==> config.mk <==
export PLATFORM = sky130hd
export DESIGN_NAME = pattern_gen_vg
export DESIGN_NICKNAME = d
export VERILOG_FILES = /design/src/rtl/pattern_gen_vg.sv
export SDC_FILE = /design/constraint.sdc
export NUM_CORES = 1
export LEC_CHECK = 0
export BUFFER_PORTS_ARGS = -buffer_cell sky130_fd_sc_hd__clkbuf_2
export CAP_MARGIN = 25
export CORE_UTILIZATION = 62
export CTS_CLUSTER_SIZE = 12
export DETAILED_ROUTE_END_ITERATION = 16
export PLACE_DENSITY = 0.92
export SYNTH_ARGS = -nofsm -noshare
export SYNTH_HDL_FRONTEND = slang
export SYNTH_SLANG_ARGS = --single-unit
==> constraint.sdc <==
create_clock -name clk_in -period 6.5 [get_ports clk_in]
set_input_delay 0.975 -clock clk_in [delete_from_list [all_inputs] [get_ports clk_in]]
set_output_delay 0.975 -clock clk_in [all_outputs]
set_load 0.01 [all_outputs]
==> src/rtl/pattern_gen_vg.sv <==
// pattern_gen_vg: video test-pattern generator.
// Counts pixels/lines from the incoming timing, selects a pattern once per
// frame (latched on the vsync falling edge) and pushes syncs, data enable
// and colour through a fixed two-register pipeline, so every mode has the
// same latency as plain pass-through.
module pattern_gen_vg #(
   parameter int B         = 8,
   parameter int X_BITS    = 12,
   parameter int Y_BITS    = 12,
   parameter int CELL_LOG2 = 4,
   parameter int GRID_LOG2 = 5
) (
   input  logic              clk_in,
   input  logic              reset_n,
   input  logic              vn_in,
   input  logic              hn_in,
   input  logic              dn_in,
   input  logic [B-1:0]      r_in,
   input  logic [B-1:0]      g_in,
   input  logic [B-1:0]      b_in,
   input  logic [2:0]        pattern,
   input  logic [X_BITS-1:0] total_active_pix,
   output logic              vn_out,
   output logic              hn_out,
   output logic              den_out,
   output logic [B-1:0]      r_out,
   output logic [B-1:0]      g_out,
   output logic [B-1:0]      b_out,
   output logic [7:0]        frame_cnt
);

   localparam logic [15:0]       LFSR_SEED = 16'hACE1;
   localparam logic [X_BITS-1:0] X_ONE     = {{(X_BITS-1){1'b0}}, 1'b1};
   localparam logic [Y_BITS-1:0] Y_ONE     = {{(Y_BITS-1){1'b0}}, 1'b1};
   // Width of the moving bar, one bit wider than x so the compare never wraps.
   localparam logic [X_BITS:0]   CELL_SZ   = {{X_BITS{1'b0}}, 1'b1} << CELL_LOG2;

   // Timing edge history and frame-level state
   logic              vn_prev_q, dn_prev_q;
   logic              vn_fall, dn_fall;
   logic [X_BITS-1:0] x_q, x_d;
   logic [Y_BITS-1:0] y_q, y_d;
   logic [2:0]        bar_i_q, bar_i_d;
   logic [X_BITS-1:0] bar_cnt_q, bar_cnt_d;
   logic [X_BITS-1:0] bar_w_q, bar_w_d;
   logic [2:0]        mode_q, mode_d;
   logic [7:0]        frame_q, frame_d;
   logic [15:0]       lfsr_q, lfsr_d;

   // Pipeline stage 1 (pattern applied) and stage 2 (output registers)
   logic              s1_vn_q, s1_hn_q, s1_de_q;
   logic [B-1:0]      s1_r_q, s1_g_q, s1_b_q;
   logic              o_vn_q, o_hn_q, o_de_q;
   logic [B-1:0]      o_r_q, o_g_q, o_b_q;

   // Pattern helpers
   logic              gen_mode;
   logic              checker_on, grid_on, mbar_on;
   logic [X_BITS-1:0] mb_off, mb_diff;
   logic [B-1:0]      ramp_v;
   logic [B-1:0]      pix_r, pix_g, pix_b;

   assign vn_fall = vn_prev_q & ~vn_in;
   assign dn_fall = dn_prev_q & ~dn_in;

   assign checker_on = x_q[CELL_LOG2] ^ y_q[CELL_LOG2];
   assign grid_on    = (x_q[GRID_LOG2-1:0] == '0) || (y_q[GRID_LOG2-1:0] == '0) ||
                       (x_q == (total_active_pix - X_ONE));
   // The bar moves four pixels per frame; subtraction wraps modulo 2^X_BITS.
   assign mb_off     = X_BITS'({frame_q, 2'b00});
   assign mb_diff    = x_q - mb_off;
   assign mbar_on    = ({1'b0, mb_diff} < CELL_SZ);
   // Modes 0 and 7 pass upstream video straight through, blanking included.
   assign gen_mode   = (mode_q != 3'd0) && (mode_q != 3'd7);

   generate
      if (B <= X_BITS) begin : g_ramp_narrow
         assign ramp_v = x_q[B-1:0];
      end else begin : g_ramp_wide
         assign ramp_v = {{(B-X_BITS){1'b0}}, x_q};
      end
   endgenerate

   // Next-state for counters, bar tracking, frame latch and noise LFSR
   always_comb begin
      x_d       = x_q;
      y_d       = y_q;
      bar_i_d   = bar_i_q;
      bar_cnt_d = bar_cnt_q;
      bar_w_d   = bar_w_q;
      mode_d    = mode_q;
      frame_d   = frame_q;
      // Fibonacci taps 16,14,13,11 in shift-right form
      lfsr_d    = {lfsr_q[0] ^ lfsr_q[2] ^ lfsr_q[3] ^ lfsr_q[5], lfsr_q[15:1]};

      if (dn_in) x_d = x_q + X_ONE;
      else       x_d = '0;

      // A vsync edge in the same cycle as end-of-line wins: y restarts at 0.
      if (vn_fall)      y_d = '0;
      else if (dn_fall) y_d = y_q + Y_ONE;

      if (vn_fall) begin
         frame_d = frame_q + 8'd1;
         mode_d  = pattern;
         bar_w_d = total_active_pix >> 3;
      end

      if (!dn_in) begin
         bar_i_d   = 3'd0;
         bar_cnt_d = '0;
      end else if (bar_w_q != '0) begin
         if (bar_cnt_q == (bar_w_q - X_ONE)) begin
            bar_cnt_d = '0;
            if (bar_i_q != 3'd7) bar_i_d = bar_i_q + 3'd1;
         end else begin
            bar_cnt_d = bar_cnt_q + X_ONE;
         end
      end
   end

   // Colour selection for the current input pixel
   always_comb begin
      pix_r = r_in;
      pix_g = g_in;
      pix_b = b_in;
      case (mode_q)
         3'd1: begin
            pix_r = {B{~bar_i_q[1]}};
            pix_g = {B{~bar_i_q[2]}};
            pix_b = {B{~bar_i_q[0]}};
         end
         3'd2: begin
            pix_r = {B{checker_on}};
            pix_g = {B{checker_on}};
            pix_b = {B{checker_on}};
         end
         3'd3: begin
            pix_r = {B{grid_on}};
            pix_g = {B{grid_on}};
            pix_b = {B{grid_on}};
         end
         3'd4: begin
            pix_r = ramp_v;
            pix_g = ramp_v;
            pix_b = ramp_v;
         end
         3'd5: begin
            pix_r = {B{mbar_on}};
            pix_g = {B{mbar_on}};
            pix_b = {B{mbar_on}};
         end
         3'd6: begin
            pix_r = lfsr_q[B-1:0];
            pix_g = lfsr_q[B-1:0];
            pix_b = lfsr_q[B-1:0];
         end
         default: ;
      endcase
      if (gen_mode && !dn_in) begin
         pix_r = '0;
         pix_g = '0;
         pix_b = '0;
      end
   end

   // Frame-level state registers
   always_ff @(posedge clk_in or negedge reset_n) begin
      if (!reset_n) begin
         vn_prev_q <= 1'b0;
         dn_prev_q <= 1'b0;
         x_q       <= '0;
         y_q       <= '0;
         bar_i_q   <= 3'd0;
         bar_cnt_q <= '0;
         bar_w_q   <= '0;
         mode_q    <= 3'd0;
         frame_q   <= 8'd0;
         lfsr_q    <= LFSR_SEED;
      end else begin
         vn_prev_q <= vn_in;
         dn_prev_q <= dn_in;
         x_q       <= x_d;
         y_q       <= y_d;
         bar_i_q   <= bar_i_d;
         bar_cnt_q <= bar_cnt_d;
         bar_w_q   <= bar_w_d;
         mode_q    <= mode_d;
         frame_q   <= frame_d;
         lfsr_q    <= lfsr_d;
      end
   end

   // Two-stage video pipeline: syncs and colour stay aligned in every mode
   always_ff @(posedge clk_in or negedge reset_n) begin
      if (!reset_n) begin
         s1_vn_q <= 1'b0;
         s1_hn_q <= 1'b0;
         s1_de_q <= 1'b0;
         s1_r_q  <= '0;
         s1_g_q  <= '0;
         s1_b_q  <= '0;
         o_vn_q  <= 1'b0;
         o_hn_q  <= 1'b0;
         o_de_q  <= 1'b0;
         o_r_q   <= '0;
         o_g_q   <= '0;
         o_b_q   <= '0;
      end else begin
         s1_vn_q <= vn_in;
         s1_hn_q <= hn_in;
         s1_de_q <= dn_in;
         s1_r_q  <= pix_r;
         s1_g_q  <= pix_g;
         s1_b_q  <= pix_b;
         o_vn_q  <= s1_vn_q;
         o_hn_q  <= s1_hn_q;
         o_de_q  <= s1_de_q;
         o_r_q   <= s1_r_q;
         o_g_q   <= s1_g_q;
         o_b_q   <= s1_b_q;
      end
   end

   assign vn_out    = o_vn_q;
   assign hn_out    = o_hn_q;
   assign den_out   = o_de_q;
   assign r_out     = o_r_q;
   assign g_out     = o_g_q;
   assign b_out     = o_b_q;
   assign frame_cnt = frame_q;

endmodule

# Word-level counts from Yosys, hierarchy flattened
# Index checks and enable logic that the tools add are counted.
dict set report totals {
  reg_bits 129
  output_inout_bits 35
  word_cells 80
}
dict set report op_classes {
  n_addsub 8
  order_cmp 1
  n_eq_ne 13
  muxes 16
  bitwise 11
  n_reduce_logical 11
}
# cell n
set ops {}
lappend ops {{$pmux W8 S6} 3}
lappend ops {{$mux W12} 6}
lappend ops {{$add A12 B1 Y12 const B} 3}
lappend ops {{$eq A12 B12 Y1} 2}
lappend ops {{$mux W8} 3}
lappend ops {{$lt A12 B5 Y1 const B} 1}
lappend ops {{$mux W3} 4}
lappend ops {{$reduce_bool A12 Y1} 1}
lappend ops {{$sub A12 B1 Y12 const B} 1}
lappend ops {{$sub A12 B10 Y12} 1}
lappend ops {{$logic_not A5 Y1} 2}
lappend ops {{$sub A9 B1 Y10 const B} 1}
lappend ops {{$eq A3 B3 Y1 const B} 3}
lappend ops {{$add A8 B1 Y8 const B} 1}
lappend ops {{$eq A3 B2 Y1 const B} 2}
lappend ops {{$ne A2 B1 Y1 const B} 3}
lappend ops {{$ne A3 B3 Y1 const B} 2}
lappend ops {{$not A1 Y1} 5}
lappend ops {{$xor A1 B1 Y1} 4}
lappend ops {{$add A3 B1 Y3 const B} 1}
lappend ops {{$eq A3 B1 Y1 const B} 1}
lappend ops {{$reduce_and A3 Y1} 1}
lappend ops {{$reduce_bool A3 Y1} 1}
lappend ops {{$and A1 B1 Y1} 2}
lappend ops {{4 further kinds} 6}

# Depth between registers and ports, before layout
dict set report depth {
  word_depth 5
  mapped_depth 10
  mapped_depth_nobuf 9
}

# Least setup slack after synthesis
# OpenSTA, ideal clock, no wires.
dict set report synth_path {
  path_type {input port to flip-flop}
  from {in total_active_pix[3]}
  to {reg s1_b_q[0]}
  setup_ns 0.086
  t_arrival_ns 2.689
  required_ns 6.414
  path_slack_ns 3.725
  stages 9
  n_path_buf 2
  path_cell_list {clkbuf_1 nor4_2 nand4_1 xnor2_1 o21ai_0 o311a_1 nand4_1 buf_2 a32oi_1}
}
dict set report synth_between {
  elab_chain_cells 5
}
# item line_no
set synth_rtl {}
lappend synth_rtl {{start: declaration} 22} ;# input logic [X_BITS-1:0] total_active_pix,
lappend synth_rtl {{$sub A12 B1 Y12} 68} ;# (x_q == (total_active_pix - X_ONE));
lappend synth_rtl {{$eq A12 B12 Y1} 68}
lappend synth_rtl {{$logic_or A1 B1 Y1} 67} ;# assign grid_on = (x_q[GRID_LOG2-1:0] == '0) || (y_q[GRID_LOG2-1:0] == '0) ||
lappend synth_rtl {{$pmux W8 S6} 127} ;# case (mode_q)
lappend synth_rtl {{$mux W8} 160} ;# if (gen_mode && !dn_in) begin
lappend synth_rtl {{net pix_b[0]} 61} ;# logic [B-1:0] pix_r, pix_g, pix_b;
lappend synth_rtl {{end signal: assignment} 215} ;# s1_b_q <= pix_b;
lappend synth_rtl {{end: declaration} 52} ;# logic [B-1:0] s1_r_q, s1_g_q, s1_b_q;
# The timed path passes the listed nets, and every way through them passes these cells.
# A chain may end at the register's enable or synchronous reset.

# Worst setup path after layout
dict set report layout_path {
  from {reg x_q[3]}
  to {reg s1_b_q[3]}
}
dict set report layout_between {
  elab_chain_cells 5
}
# item line_no
set layout_rtl {}
lappend layout_rtl {{start: declaration} 41} ;# logic [X_BITS-1:0] x_q, x_d;
lappend layout_rtl {{start signal: assignment} 172} ;# x_q <= '0;
lappend layout_rtl {{start signal: assignment} 183} ;# x_q <= x_d;
lappend layout_rtl {{branches (longest 3 deep; another with $sub A12 B10 Y12)} n/a}
lappend layout_rtl {{$pmux W8 S6 (*)} 127}
lappend layout_rtl {{$mux W8 (*)} 160}
lappend layout_rtl {{net pix_b[3]} 61}
# Mark *: on every way through the listed nets, which the timed path passes.

==> impl_metrics.json <==
{
  "vias": 4912,
  "cts_hold_buf": 0,
  "rrSetupSlack_ns": 3.34,
  "fin_nets": 711,
  "die_h_um": 100,
  "hpwl_um": 9450,
  "cts_tree": "yes",
  "fmax_ghz": 0.316,
  "min_period_over_period": 0.486,
  "postCtsSetupBuffers": 0,
  "clkPwrFrac": 0.387,
  "gp_congestion": 0.909,
  "cp_max_fo": 24,
  "dieArea_um2": 10100,
  "endpoint_kind": "register",
  "portBuffers": 78,
  "fillers": 619,
  "dr.first_iter.drc_count": 333,
  "synth_edf_count": 0,
  "io_pins": 79,
  "viasPerCell": 6.21,
  "drtAntennaViolNets": 0,
  "worstReg2RegEnd": "s1_b_q[3]$_DFF_PN0_",
  "power-per-cell-area_nw_per_um2": 311,
  "yosys_register_bits": 122,
  "vdd_ir_drop_max_mv": 0.205,
  "skew_ns": 0.00608,
  "drt-pass1-iter-count": 7,
  "synth.cell_area_um2": 5990,
  "power_switching_uw": 650,
  "hold_class": "reg2reg",
  "layout.area.seq_um2": 3060,
  "rsz0062_at_grt": "false",
  "power_frac_seq": 0.433,
  "wirelength_um": 14900,
  "r2r_start": "x_q[3]$_DFF_PN0_",
  "clk_pin_slew_worst_paths_ns": 0.06,
  "syn_inst": 578,
  "cellLeakagePower_nw": 3.16,
  "switching_share": 0.299,
  "yosysWarnings": 0,
  "antenna_found_initial": 0,
  "yosysSeqAreaShare": 0.512,
  "grt_pass1_vias": 4803,
  "synthArstFlopShare": 1.00,
  "min_period_ns": 3.16,
  "coreArea_um2": 9280,
  "grt_pass1_wl_um": 23800,
  "r2r_cells": 8,
  "relSlewSlack": 0.425,
  "startpoint_type": "register",
  "root_buffer": "clkbuf_8",
  "finalHoldViolations": 0,
  "drcViolationCount": 0,
  "yosys_most_used_dff": "dfrtp_1",
  "initial_core_util": 0.645,
  "synthDistinctLibCells": 56,
  "cts.sinks": 122,
  "hold_end": "b_out[6]$_DFF_PN0_",
  "status": "complete, no violations",
  "path_class": "reg2reg",
  "intPower_mw": 1.52,
  "maxSlewViolCount": 0,
  "areaGrowthSynthToFinish_pct": 16.7,
  "grt_overflow": 0,
  "layout-drive-gt1-share": 0.218,
  "cp.required_ns": 6.91,
  "diodes": 0,
  "htree_num_levels": 4,
  "worstHoldStart": "s1_b_q[6]$_DFF_PN0_",
  "worstHoldPathCells": 0,
  "fp-row-count": 35,
  "multi_input_area_um2": 2730,
  "layout_common_cells": "dfrtp_1 (114), clkbuf_2 (78), nor2_1 (68)",
  "finalSetupViolCount": 0,
  "wl_per_cell_um": 18.9,
  "syn_nets": 640,
  "worst_pin_slew_ns": 0.863,
  "combPwrFrac": 0.181,
  "max_cap_viol_count": 0,
  "die_w_um": 100,
  "syn_avg_cell_area_um2": 10.4,
  "final_common_cell": "dfrtp_1",
  "finalPower_mw": 2.17,
  "fin_setup_tns_ns": 0,
  "crit_arrival_ns": 3.57,
  "grt_max_degree": 66,
  "clock_latency_ns": 0.53,
  "grt_usage": 0.311,
  "numCtsBuffers": 17,
  "cts-resized-gates": 0,
  "clk_path_buf_depth": 2
}
## critical path: stages (launching register included)
cell       delay, ns
dfrtp_1         0.55
ha_1            0.30
or3b_2          0.47
o2111ai_1       0.16
nand2_1         0.14
a211oi_1        0.30
nor2_1          0.09
a211o_1         0.62
a32oi_1         0.40
## synth_stat cells (2+ instances only)
cell       instances  area share
xnor2_1           41       0.060
a32oi_1           24       0.035
nand2b_1           5      0.0052
ha_1              18       0.038
a21boi_0           4      0.0050
o211ai_1           2      0.0025
or4_4              3      0.0056
a2111oi_0          2      0.0029
clkbuf_1          24       0.015
nand3_1           20       0.017
a31oi_1            3      0.0031
buf_1              2      0.0013
nor2_1            68       0.043
mux2_2            10       0.019
nand4_1            9      0.0094
o2111ai_1          3      0.0044
nand3b_1           2      0.0025
o21ai_0           52       0.043
nor2b_1            4      0.0042
nor3_1             9      0.0075
or3_1              5      0.0052
nor4_1             5      0.0052
xor2_1            19       0.028
a211oi_1           2      0.0025
dfrtp_1          114        0.48
inv_1             20       0.013
and3_1             9      0.0094
a21oi_1           10      0.0084
dfstp_2            8       0.035
nor4_2             2      0.0042
mux2i_1           13       0.022
nor4b_1            2      0.0029
and2_1            10       0.010
nand2_1           29       0.018
buf_2              4      0.0033
## cell families after synthesis
family | Yosys count | share of synthesized area
buf+inv | 51 | 0.0341
compound gates | 110 | 0.120
xor+xnor | 60 | 0.0878
mux | 23 | 0.0405
flops | 122 | 0.512
simple gates | 194 | 0.169
fa+ha+maj | 18 | 0.0376
## stage by stage
| stage | instance area [µm²] | worst slack [ns] | util | std cells | hold WS [ns] |
|---|---|---|---|---|---|
| 2_1_floorplan | 5990 | 3.73 | - | 578 | 0.331 |
| 3_3_place_gp | 6440 | 2.75 | 0.694 | 757 | 0.334 |
| 3_5_place_dp | 6440 | 2.62 | 0.694 | 757 | 0.335 |
| 4_1_cts | 6970 | 3.02 | 0.751 | 789 | 0.346 |
| 5_1_grt | 6990 | 3.25 | 0.753 | 791 | 0.349 |
| 6_report | 6990 | 3.34 | 0.753 | 791 | 0.345 |
## power by group through the flow
stage	registers, mW	clock network [mW]	logic, mW
after floorplan	0.944	0	0.234
after global placement	0.942	0	0.362
after detailed placement	0.950	0	0.378
after CTS	0.939	0.844	0.388
after global routing	0.951	0.880	0.430
final	0.940	0.840	0.392
## per-layer routing
layer / track usage / wire length (µm) / up-vias / share of wire
li1: - / - / 2180 / -
met1: 0.385 / 5820 / 2413 / 0.39
met2: 0.517 / 7630 / 263 / 0.51
met3: 0.0724 / 970 / 56 / 0.065
met4: 0.151 / 520 / 0 / 0.035
met5: 0 / 0 / - / 0
## flip-flops by register name, indices dropped and copies added (netlist names)
| register | flops |
|---|---|
| den_out | 1 |
| bar_cnt_q | 12 |
| s1_g_q | 8 |
| s1_vn_q | 1 |
| mode_q | 3 |
| bar_i_q | 3 |
| s1_r_q | 8 |
| s1_de_q | 1 |
| frame_cnt | 8 |
| b_out | 8 |
| bar_w_q | 9 |
| vn_out | 1 |
| r_out | 8 |
| y_q | 5 |
| s1_b_q | 8 |
| s1_hn_q | 1 |
| g_out | 8 |
| lfsr_q | 16 |
| x_q | 12 |
| hn_out | 1 |
## layout make-up
class | instances | share of cell area
clock buffers | 20 | 0.0609
inverters | 20 | 0.0107
multi-input cells | 405 | 0.390
repair buffers | 83 | 0.0623
well taps | 129 | 0.0231
flip-flops and latches | 122 | 0.438
clock inverters | 12 | 0.0145
## how the worst max path moves through the flow
| stage | start | endpoint | slack, ns |
|---|---|---|---|
| floorplan | total_active_pix[3] | s1_b_q[0]$_DFF_PN0_ | 3.73 |
| global placement | total_active_pix[0] | s1_r_q[2]$_DFF_PN0_ | 2.75 |
| detailed placement | total_active_pix[0] | s1_g_q[4]$_DFF_PN0_ | 2.62 |
| CTS | total_active_pix[0] | s1_b_q[3]$_DFF_PN0_ | 3.02 |
| global route | x_q[3]$_DFF_PN0_ | s1_b_q[3]$_DFF_PN0_ | 3.25 |
| finish | x_q[3]$_DFF_PN0_ | s1_b_q[3]$_DFF_PN0_ | 3.34 |
Power figures use the tool's default switching activity.
